$ cat config.mk
export PLATFORM = sky130hd
export DESIGN_NAME = grid_nav_ctrl
export DESIGN_NICKNAME = d
export VERILOG_FILES = /design/src/rtl/grid_nav_ctrl.sv
export SDC_FILE = /design/constraint.sdc
export NUM_CORES = 1
export LEC_CHECK = 0
export ABC_AREA = 1
export CAP_MARGIN = 25
export CORE_ASPECT_RATIO = 0.75
export CORE_MARGIN = 2
export CORE_UTILIZATION = 50
export DETAILED_ROUTE_END_ITERATION = 16
export MAX_ROUTING_LAYER = met4
export PLACE_DENSITY = 0.68
export SLEW_MARGIN = 0
export SYNTH_ARGS = -nofsm -noshare
export SYNTH_HDL_FRONTEND = slang
export SYNTH_SLANG_ARGS = --single-unit
$ cat constraint.sdc
create_clock -name clk -period 9 [get_ports clk]
set_input_delay 2.7 -clock clk [delete_from_list [all_inputs] [get_ports clk]]
set_output_delay 2.7 -clock clk [all_outputs]
set_load 0.02 [all_outputs]
$ cat src/rtl/grid_nav_ctrl.sv
// grid_nav_ctrl: grid cursor with auto-repeat navigation and a single-entry select handshake
// Ports: clk/rst (sync, active-high); lock freezes movement; dir_up/down/left/right and sel are
// debounced level buttons; sel_ready accepts sel_val; pos_x/pos_y/val give the cursor;
// sel_valid/sel_val hold a captured selection; sel_drop pulses when a press is lost.
module grid_nav_ctrl #(
  parameter int COLS = 6,
  parameter int ROWS = 4,
  parameter int WRAP = 1,
  parameter int RPT_DELAY = 25_000_000,
  parameter int RPT_RATE = 5_000_000,
  localparam int XW = $clog2(COLS),
  localparam int YW = $clog2(ROWS),
  localparam int VW = $clog2(COLS * ROWS)
) (
  input  logic          clk,
  input  logic          rst,
  input  logic          lock,
  input  logic          dir_up,
  input  logic          dir_down,
  input  logic          dir_left,
  input  logic          dir_right,
  input  logic          sel,
  input  logic          sel_ready,
  output logic [XW-1:0] pos_x,
  output logic [YW-1:0] pos_y,
  output logic [VW-1:0] val,
  output logic          sel_valid,
  output logic [VW-1:0] sel_val,
  output logic          sel_drop
);
  localparam int MC = RPT_DELAY > RPT_RATE ? RPT_DELAY : RPT_RATE;
  localparam int CW = $clog2(MC + 1);
  localparam logic [XW-1:0] XM = XW'(COLS - 1);
  localparam logic [YW-1:0] YM = YW'(ROWS - 1);
  typedef enum logic [1:0] {IDLE, HOLD, REPEAT} state_t;
  state_t state, nstate;
  logic [CW-1:0] cnt, ncnt;
  logic [3:0] dir, dir_q, ndir;
  logic [XW-1:0] nx;
  logic [YW-1:0] ny;
  logic go, step, armed, sel_q, sel_arm, press, xfer;
  assign dir = {dir_up, dir_down, dir_left, dir_right};
  // armed stays low after reset until every direction button has been seen released
  assign go = $onehot(dir) && armed && !lock;
  assign val = VW'(pos_y) * VW'(COLS) + VW'(pos_x);
  // sel_arm blocks a button held through reset from counting as a press
  assign press = sel && !sel_q && sel_arm;
  assign xfer = sel_valid && sel_ready;
  always_comb begin
    nstate = state;
    ncnt = cnt;
    ndir = dir_q;
    step = 1'b0;
    if (!go) begin
      nstate = IDLE;
      ncnt = '0;
    end else if (state == IDLE) begin
      step = 1'b1;
      ncnt = '0;
      ndir = dir;
      nstate = HOLD;
    end else if (dir != dir_q) begin
      nstate = IDLE;
      ncnt = '0;
    end else if (state == HOLD) begin
      step = cnt == CW'(RPT_DELAY - 1);
      ncnt = step ? '0 : cnt + CW'(1);
      nstate = step ? REPEAT : HOLD;
    end else begin
      step = cnt == CW'(RPT_RATE - 1);
      ncnt = step ? '0 : cnt + CW'(1);
    end
  end
  always_comb begin
    nx = pos_x;
    ny = pos_y;
    if (step && dir[3]) ny = pos_y == '0 ? (WRAP != 0 ? YM : pos_y) : pos_y - YW'(1);
    if (step && dir[2]) ny = pos_y == YM ? (WRAP != 0 ? '0 : pos_y) : pos_y + YW'(1);
    if (step && dir[1]) nx = pos_x == '0 ? (WRAP != 0 ? XM : pos_x) : pos_x - XW'(1);
    if (step && dir[0]) nx = pos_x == XM ? (WRAP != 0 ? '0 : pos_x) : pos_x + XW'(1);
  end
  always_ff @(posedge clk) begin
    if (rst) begin
      state <= IDLE;
      cnt <= '0;
      dir_q <= '0;
    end else begin
      state <= nstate;
      cnt <= ncnt;
      dir_q <= ndir;
    end
  end
  always_ff @(posedge clk) begin
    if (rst) begin
      pos_x <= '0;
      pos_y <= '0;
      armed <= 1'b0;
      sel_q <= 1'b0;
      sel_arm <= 1'b0;
      sel_valid <= 1'b0;
      sel_val <= '0;
      sel_drop <= 1'b0;
    end else begin
      pos_x <= nx;
      pos_y <= ny;
      armed <= armed | ~|dir;
      sel_q <= sel;
      sel_arm <= sel_arm | ~sel;
      sel_drop <= press && sel_valid && !xfer;
      if (press && (!sel_valid || xfer)) begin
        sel_val <= val;
        sel_valid <= 1'b1;
      end else if (xfer) begin
        sel_valid <= 1'b0;
      end
    end
  end
endmodule
==> run_results.csv, run 1 <==
group,metric,value,unit
run_status,run_status,"finished clean",
routing,wl_per_cell,11.6,um
layout,layout_commonest_cell,"inv_1",
worst_setup_path,required,9.24,ns
placement,io_buffer_count,25,
clocking,clock-sinks,46,
synthesis,synthesis.yosys.warnings,0,
routing,postRouteWirelength,5.43,mm
clocking,clk_path_buf_depth,2,
die,initial_utilization,0.513,
synthesis,count_of_flip_flops_with_a_built_in_enable_after_synthesis,0,
worst_setup_path,crit_slowest_cell,"clkdlybuf4s50_1",
clocking,clk-insertion-delay-late,0.30,ns
placement,gp_congestion,0.841,
global_route,pin_count_of_the_biggest_net_entering_global_routing,16,
power,power_per_cell_area,124,nW/um2
synthesis,synth_simple_gate_area_frac,0.368,
sta,max_slew_margin,0.685,
clocking,clockRootBuffer,"clkbuf_8",
synthesis,synthesis.area,2720,um2
clocking,cts_tree,"yes",
clocking,postCtsResizedCells,0,
worst_setup_path,path_cells,"clkdlybuf4s50_1, inv_1, fa_1, inv_1, ha_1, ha_1, nor2_1, nand3_1, nor2_4, nand3_2, nor2_4, o21ai_0, a21oi_1",
die,die_outline_area,6040,um2
synthesis,synth.avg_cell_area,7.48,um2
routing,postRouteAntennaNets,0,
synthesis,netlist-cell-type-count,35,
synthesis,synth-compound-area-share,0.100,
synthesis,synth_seq_cells,46,
synthesis,synth.largest_area_cell,"dfxtp_1",
die,core_area,5300,um2
synthesis,post_synth_adder_cell_area,0.0654,
sta,final.period_utilization,0.602,
synthesis,synth_fp_nets,385,
routing,remaining_drc_errors,0,
synthesis,post_synth_xor_area_fraction,0.0290,
die,die_width,89.1,um
worst_setup_path,critical_path.top_delay_family,"adder cells",
die,io_pins,26,
synthesis,yosys-mux-area-fraction,0,
hold_path,hold_depth,1,
routing,via_per_inst,4.82,
sta,fin_worst_skew,0.00662,ns
clocking,clkSlewWorstSetupHoldPaths,0.09,ns
synthesis,ys.flop_type,"dfxtp_1",
die,floorplan.rows,23,
worst_setup_path,worst-r2r-cell-count,6,
global_route,grt_first_pass_wirelength,9.40,mm
sta,worst_pin_slew,0.471,ns
power,static-leakage-power,1.25,nW
global_route,grt_util_all_layers,0.205,
global_route,grt_remaining_overflow,0,
sta,finalSetupViolations,0,
clocking,clock_buffers_created_by_tritoncts,5,
layout,antenna_cells,0,
layout,synthToLayoutAreaGrowth,15.1,%
layout,most-common-layout-cells,"inv_1, nand2_1, nor2_1",
sta,setup_total_negative_slack,0,ns
worst_setup_path,path_buf_inv,3,
hold_path,hold_path.class,"reg2reg",
clocking,post-cts-setup-buffer-count,0,
layout,seqCellArea,921,um2
synthesis,synth_top_family_by_area,"simple AND/OR/NAND/NOR gates",
worst_setup_path,critPathMaxStageDelay,0.61,ns
layout,multi_input_comb_area,1530,um2
synthesis,async_flop_share,0,
sta,post_layout_worst_setup_margin,3.58,ns
routing,firstDrtPassIters,4,
sta,report.final.slew_viol_count,0,
global_route,via_count_of_the_first_global_routing_pass,2072,
placement,dp_worst_setup_slack,3.24,ns
layout,layout-drive-gt1-share,0.136,
worst_setup_path,path_depth,13,
synthesis,yosys-top-cells-area,"dfxtp_1, inv_1, nand2_1",
flow_run,drv.max_cap_violation_count,0,
layout,finalNetCount,412,
synthesis,postSynthCellCount,363,
worst_setup_path,critPathMaxFanout,14,
worst_setup_path,crit_arrival,5.65,ns
sta,final-hold-violation-count,0,
worst_setup_path,crit_path_end_kind,"flip-flop",
sta,min_period,5.42,ns
clocking,post_cts_hold_buffer_count,0,
sta,fmaxAchievable,0.185,GHz
clocking,htree_num_levels,2,
layout,fillers,539,
worst_setup_path,timing.setup.critical_path_class,"in2reg",
global_route,grt_antenna_before_repair,0,
layout,final_util,0.590,
routing,detail_route.iter0.violations,132,
routing,vias,2245,
die,chipHeight,67.8,um
power,power.ir.vdd_worst,0.0000700,V
placement,dp_hpwl,4.24,mm
sta,grt_setup_unrepaired,"false",
worst_setup_path,cp-start-kind,"input pin",
synthesis,synth_top_cell_area_share,0.339,
synthesis,synth_seq_area_share,0.339,
==> layer usage <==
layer / track usage / up-vias / routed length [um]
li1: - / 1217 / -
met1: 0.301 / 972 / 2920
met2: 0.291 / 51 / 2190
met3: 0.0362 / 5 / 275
met4: 0.0504 / 0 / 48
met5: - / - / 0
==> Yosys cell counts, types with 3 or more instances <==
cell     count
a21oi_1     24
nand2_1     54
nand3_1     22
nor2_1      51
nor3_2       3
nand2_4      4
dfxtp_1     46
nor2_2       4
nor3b_2      3
nor2_4       9
nor3_1       9
o21ai_0     13
xor2_1       9
nand4_1      8
inv_2        4
ha_1        11
nand2_2      6
o21ai_2      3
nand3_2      4
inv_1       55
buf_6        3
==> power by group <==
part	switching [mW]	total [mW]	internal [mW]
combinational	0.0148	0.0262	0.0113
sequential	0.00131	0.207	0.206
clock	0.0722	0.155	0.0832
==> cell families (layout without fill, tap and decap cells) <==
logic type,after synthesis,count (layout)
flops,46,46
fa+ha+maj,13,13
compound gates,48,48
simple gates,183,183
xor+xnor,9,9
buf+inv,64,92
==> state kept, by name, summed over array words and instances, names as in the netlist, 2 cells and up <==
name,count
dir_q,4
state,2
cnt,25
pos_x,3
pos_y,2
sel_val,5
==> through the flow <==
| stage | cell area [um2] | cells | hold slack (ns) | power (mW) |
|---|---|---|---|---|
| final | 3130 | 466 | 0.457 | 0.389 |
| after global routing | 3130 | 466 | 0.479 | 0.406 |
| after global placement | 3010 | 458 | 0.430 | 0.237 |
| after detailed placement | 3010 | 458 | 0.440 | 0.238 |
| after floorplan | 2720 | 363 | 0.417 | 0.227 |
| after CTS | 3130 | 466 | 0.461 | 0.395 |
==> cell type report <==
type / count / share of cell area
multi-input cells: 253 / 0.488
repair buffers: 25 / 0.0801
flip-flops and latches: 46 / 0.295
well taps: 75 / 0.0300
clock buffers: 5 / 0.0220
inverters: 59 / 0.0709
clock inverters: 3 / 0.0140
==> worst paths after layout <==
path | start | slack (ns) | endpoint
worst max-delay path | dir_right | 3.58 | cnt[12]
worst max register to register | pos_y[0] | 7.18 | sel_val[3]
worst min-delay path | cnt[0] | 0.46 | cnt[0]
worst min register to register | cnt[0] | 0.46 | cnt[0]
Power figures use the tool's default switching activity.
==> inputs of run 2 (changes only) <==
Settings changed: PLACE_DENSITY 0.68 to 0.71.
Clock period 9 ns to 4.5 ns, I/O delays scaled along.
==> run_results.csv, run 2 (synthesis results as in run 1) <==
group,metric,value,unit
run_status,run_status,"finished clean",
sta,min_period,3.99,ns
power,comb_power_share,0.074,
clocking,clock_buffers_created_by_tritoncts,5,
die,core_area,5300,um2
hold_path,hold_path.class,"reg2reg",
placement,placedCellCount,461,
die,initial_utilization,0.513,
global_route,grt_util_met3,0.0434,
routing,postRouteAntennaNets,0,
worst_setup_path,critPathMaxStageDelay,0.54,ns
power,pwr-share-clk,0.352,
placement,place_area,3040,um2
global_route,pin_count_of_the_biggest_net_entering_global_routing,16,
worst_setup_path,path_cells,"clkdlybuf4s50_1, inv_1, fa_1, inv_1, ha_1, ha_1, nor2_1, nand3_1, nor2_4, nand3_2, nor2_4, o21ai_0, a21oi_1",
clocking,htree_num_levels,2,
power,power_per_cell_area,231,nW/um2
clocking,clkSlewWorstSetupHoldPaths,0.09,ns
worst_setup_path,required,4.72,ns
layout,antenna_cells,0,
layout,synthToLayoutAreaGrowth,15.1,%
sta,fmaxAchievable,0.251,GHz
clocking,post-cts-setup-buffer-count,0,
clocking,clk-insertion-delay-late,0.29,ns
global_route,grt_remaining_overflow,0,
layout,layout_commonest_cell,"inv_1",
power,cell_internal_pwr,0.544,mW
worst_setup_path,crit_arrival,4.21,ns
sta,setup_total_negative_slack,0,ns
routing,postRouteWirelength,5.48,mm
sta,finalSetupViolations,0,
power,totalPowerFinal,0.721,mW
layout,finalNetCount,415,
global_route,grt_antenna_before_repair,0,
sta,grt_setup_unrepaired,"false",
die,io_pins,26,
sta,final-hold-violation-count,0,
sta,fin_worst_skew,0.00723,ns
global_route,grt_first_pass_wirelength,9.18,mm
global_route,grt_busiest_layer,"met2",
die,die_outline_area,6040,um2
sta,report.final.slew_viol_count,0,
routing,remaining_drc_errors,0,
layout,reg_top3,"cnt: 25 flops, sel_val: 5 flops, dir_q: 4 flops",
layout,fin_area,3130,um2
power,power.ir.vdd_worst,0.000194,V
placement,gp_congestion,0.897,
global_route,via_count_of_the_first_global_routing_pass,2053,
layout,multi_input_comb_area,1530,um2
clocking,clock-sinks,46,
die,die_width,89.1,um
routing,detail_route.iter0.violations,131,
layout,most-common-layout-cells,"inv_1, nand2_1, nor2_1",
placement,dp_hpwl,4.28,mm
power,net-switching-power,0.177,mW
layout,number_of_flip_flops_under_the_largest_register_name,25,
worst_setup_path,critPathMaxFanout,14,
sta,final.period_utilization,0.886,
layout,seqCellArea,921,um2
routing,vias,2290,
layout,largest_register,"cnt",
sta,max_slew_margin,0.722,
clocking,postCtsResizedCells,0,
worst_setup_path,crit_slowest_cell,"fa_1",
placement,io_buffer_count,25,
routing,wl_per_cell,11.7,um
worst_setup_path,timing.setup.critical_path_class,"in2reg",
clocking,clockRootBuffer,"clkbuf_8",
global_route,grt_use_met2,0.288,
worst_setup_path,crit_path_end_kind,"flip-flop",
clocking,clk_path_buf_depth,2,
layout,fillers,527,
clocking,cts_tree,"yes",
routing,via_per_inst,4.88,
power,p_sw_frac,0.245,
power,power_frac_seq,0.574,
routing,firstDrtPassIters,4,
worst_setup_path,cp-start-kind,"input pin",
global_route,grt_use_met1,0.286,
die,floorplan.rows,23,
flow_run,drv.max_cap_violation_count,0,
layout,layout-drive-gt1-share,0.142,
power,static-leakage-power,1.25,nW
clocking,post_cts_hold_buffer_count,0,
global_route,grt_util_all_layers,0.199,
layout,finalNonFillerCells,469,
sta,worst_pin_slew,0.417,ns
die,chipHeight,67.8,um
-- run 2: cell type report --
type                       count  area share
timing repair buffer          28      0.0873
inverter                      59      0.0709
sequential                    46       0.295
clock buffer                   5      0.0220
clock inverter                 3     0.00681
tap                           75      0.0300
multi-input combinational    253       0.488
-- run 2: metrics by stage --
| step | hold slack [ns] | worst slack (ns) | util |
|---|---|---|---|
| floorplan | 0.417 | 1.02 | - |
| global placement | 0.436 | 0.305 | 0.573 |
| detailed placement | 0.439 | 0.221 | 0.573 |
| CTS | 0.455 | 0.528 | 0.590 |
| global route | 0.476 | 0.190 | 0.590 |
| finish | 0.448 | 0.514 | 0.590 |
-- run 2: layer usage --
| layer | wire (um) | part of all wire |
|---|---|---|
| met1 | 2950 | 0.54 |
| met2 | 2300 | 0.42 |
| met3 | 199 | 0.036 |
| met4 | 27 | 0.0049 |
| met5 | 0 | 0 |
-- run 2: worst paths after layout --
check                              start          to  slack (ns)  cells after the start
worst max-delay path              dir_up     cnt[13]        0.51                     13
worst min-delay path              cnt[0]      cnt[0]        0.45                      1
worst max register to register  pos_y[0]  sel_val[3]        2.64                      6
worst min register to register    cnt[0]      cnt[0]        0.45                      1
-- run 2: worst max-delay path, delay by kind of cell --
family,cells,cell delay [ns]
adders and majority gates,3,0.98
buffers and inverters,3,0.65
and+or+nand+nor,5,0.95
AOI/OAI and AO/OA,2,0.28
-- run 2: power groups by stage --
stage,Combinational [mW],Clock (mW),Sequential (mW)
6_report,0.0532,0.254,0.414
5_1_grt,0.0605,0.280,0.415
3_5_place_dp,0.0534,0,0.424
4_1_cts,0.0537,0.267,0.414
2_1_floorplan,0.0276,0,0.427
3_3_place_gp,0.0524,0,0.424
==> inputs of run 3 (changes only) <==
Settings changed: ABC_AREA 1 to not set, HOLD_SLACK_MARGIN set to 0.05, PLACE_DENSITY 0.71 to 0.72.
==> run_results.csv, run 3 <==
group,metric,value,unit
run_status,run_status,"finished clean",
layout,synthToLayoutAreaGrowth,19.3,%
global_route,grt_remaining_overflow,0,
routing,detail_route.iter0.violations,224,
layout,most-common-layout-cells,"nor2_1, dfxtp_1, clkdlybuf4s50_1",
synthesis,yosys-top-cells-area,"dfxtp_1, nor2_1, xor2_1",
worst_setup_path,crit_arrival,4.40,ns
synthesis,synth_fp_nets,297,
routing,via_per_inst,5.32,
routing,postRouteAntennaNets,0,
die,core_area,4490,um2
clocking,htree_num_levels,2,
synthesis,async_flop_share,0,
clocking,clk_path_buf_depth,2,
sta,hold_slack,0.451,ns
worst_setup_path,cp-start-kind,"input pin",
synthesis,synth_seq_area_share,0.391,
synthesis,synth_top_cell_area_share,0.391,
placement,gp_congestion,0.844,
global_route,grt_antenna_before_repair,0,
clocking,postCtsResizedCells,0,
global_route,via_count_of_the_first_global_routing_pass,1813,
synthesis,synth.avg_cell_area,8.57,um2
sta,setup_total_negative_slack,0,ns
layout,number_of_flip_flops_under_the_largest_register_name,25,
die,floorplan.rows,21,
synthesis,count_of_flip_flops_with_a_built_in_enable_after_synthesis,0,
clocking,cts_tree,"yes",
placement,dp_hpwl,3.61,mm
routing,wl_per_cell,13.3,um
sta,worst_pin_slew,0.573,ns
sta,finalSetupViolations,0,
clocking,clk-insertion-delay-late,0.30,ns
synthesis,yosysMostFrequentCell,"nor2_1",
synthesis,postSynthCellCount,275,
clocking,clock_buffers_created_by_tritoncts,5,
synthesis,synth.largest_area_cell,"dfxtp_1",
hold_path,hold_path.class,"reg2reg",
layout,layout_commonest_cell,"nor2_1",
power,power_per_cell_area,271,nW/um2
clocking,clockRootBuffer,"clkbuf_8",
clocking,clock-sinks,46,
die,die_outline_area,5280,um2
synthesis,synthesis.area,2360,um2
synthesis,netlist-cell-type-count,43,
clocking,post_cts_hold_buffer_count,0,
sta,fmaxAchievable,0.240,GHz
worst_setup_path,critical_path.startpoint,"dir_up",
routing,remaining_drc_errors,0,
global_route,grt_first_pass_wirelength,8.41,mm
global_route,grt_util_all_layers,0.203,
power,static-leakage-power,1.03,nW
layout,largest_register,"cnt",
routing,postRouteWirelength,4.90,mm
hold_path,holdCritStartpoint,"sel_arm",
sta,min_period,4.17,ns
worst_setup_path,required,4.74,ns
synthesis,synthesis.yosys.warnings,0,
synthesis,ys.flop_type,"dfxtp_1",
placement,io_buffer_count,25,
power,power.ir.vdd_worst,0.000181,V
sta,final-hold-violation-count,0,
layout,finalNetCount,331,
die,chipHeight,63.4,um
flow_run,drv.max_cap_violation_count,0,
worst_setup_path,r2r_start,"cnt[16]",
synthesis,synth.cells.most_frequent,"nor2_1, dfxtp_1, xor2_1, nand2_1, nand3_1",
sta,grt_setup_unrepaired,"false",
sta,final.period_utilization,0.926,
worst_setup_path,crit_path_end_kind,"flip-flop",
clocking,clkSlewWorstSetupHoldPaths,0.09,ns
worst_setup_path,critPathMaxFanout,25,
routing,vias,1954,
die,io_pins,26,
sta,report.final.slew_viol_count,0,
placement,placedCellCount,359,
die,die_width,83.3,um
sta,fin_worst_skew,0.00967,ns
layout,fillers,392,
layout,reg_top3,"cnt: 25 flops, sel_val: 5 flops, dir_q: 4 flops",
sta,max_slew_margin,0.615,
global_route,pin_count_of_the_biggest_net_entering_global_routing,26,
worst_setup_path,timing.setup.critical_path_class,"in2reg",
routing,firstDrtPassIters,4,
synthesis,synth_seq_cells,46,
layout,finalNonFillerCells,367,
die,initial_utilization,0.524,
clocking,post-cts-setup-buffer-count,0,
layout,antenna_cells,0,
layout,layout-drive-gt1-share,0.0935,
-- run 3: changes by cell type after synthesis, moves of 9 or more --
cell	delta
inv_1	-43
nand2_1	-39
a21oi_1	-14
xor2_1	+13
nand3_1	-9
nor2_4	-9
-- run 3: path summary, 6_finish.rpt --
path,to,slack (ns),cells after the start
min reg2reg,sel_arm,0.45,2
max,cnt[19],0.33,13
max reg2reg,pos_x[2],1.87,6
min,sel_arm,0.45,2
-- run 3: routing by layer --
metal,part of all wire,GRT usage
met2,0.42,0.294
met4,0.011,0.0697
met3,0.059,0.0472
met5,0,-
met1,0.51,0.279
-- run 3: final cells by class --
| class | count | area (um2) | area share |
|---|---|---|---|
| multi-input cells | 205 | 1320 | 0.471 |
| flip-flops and latches | 46 | 921 | 0.328 |
| repair buffers | 39 | 355 | 0.126 |
| clock buffers | 6 | 82.6 | 0.0294 |
| well taps | 57 | 71.3 | 0.0254 |
| inverters | 12 | 45.0 | 0.0160 |
| clock inverters | 2 | 12.5 | 0.00445 |
-- run 3: kinds of logic after synthesis --
| logic type | after synthesis | synth area share |
|---|---|---|
| AO/OA/AOI/OAI | 31 | 0.0823 |
| XOR/XNOR | 29 | 0.108 |
| adder cells (fa/ha/maj) | 13 | 0.0754 |
| buffers and inverters | 24 | 0.0473 |
| flip-flops | 46 | 0.391 |
| multiplexers | 8 | 0.0345 |
| AND/OR/NAND/NOR | 124 | 0.262 |
-- run 3: worst max-delay path: stages --
cell             delay, ns
clkdlybuf4s50_1       0.47
inv_1                 0.07
fa_1                  0.53
inv_1                 0.05
ha_1                  0.18
ha_1                  0.27
nor3b_1               0.25
nand3b_1              0.13
nand2b_1              0.19
buf_4                 0.15
or4_1                 0.39
buf_4                 0.23
nor2_1                0.13
-- run 3: power by group --
part	leakage (nW)	switching [mW]	internal, mW	total, mW
sequential	0.372	0.00604	0.411	0.417
combinational	0.611	0.0384	0.0373	0.0757
clock	0.0472	0.144	0.124	0.267
-- run 3: through the flow --
stage | utilization | total power, mW | setup WS, ns | cell area, um2
2_1_floorplan | - | 0.469 | 0.521 | 2360
4_1_cts | 0.626 | 0.766 | 0.336 | 2810
5_1_grt | 0.626 | 0.793 | 0.148 | 2810
3_3_place_gp | 0.605 | 0.500 | 0.122 | 2720
3_5_place_dp | 0.605 | 0.502 | 0.0128 | 2720
6_report | 0.626 | 0.761 | 0.335 | 2810
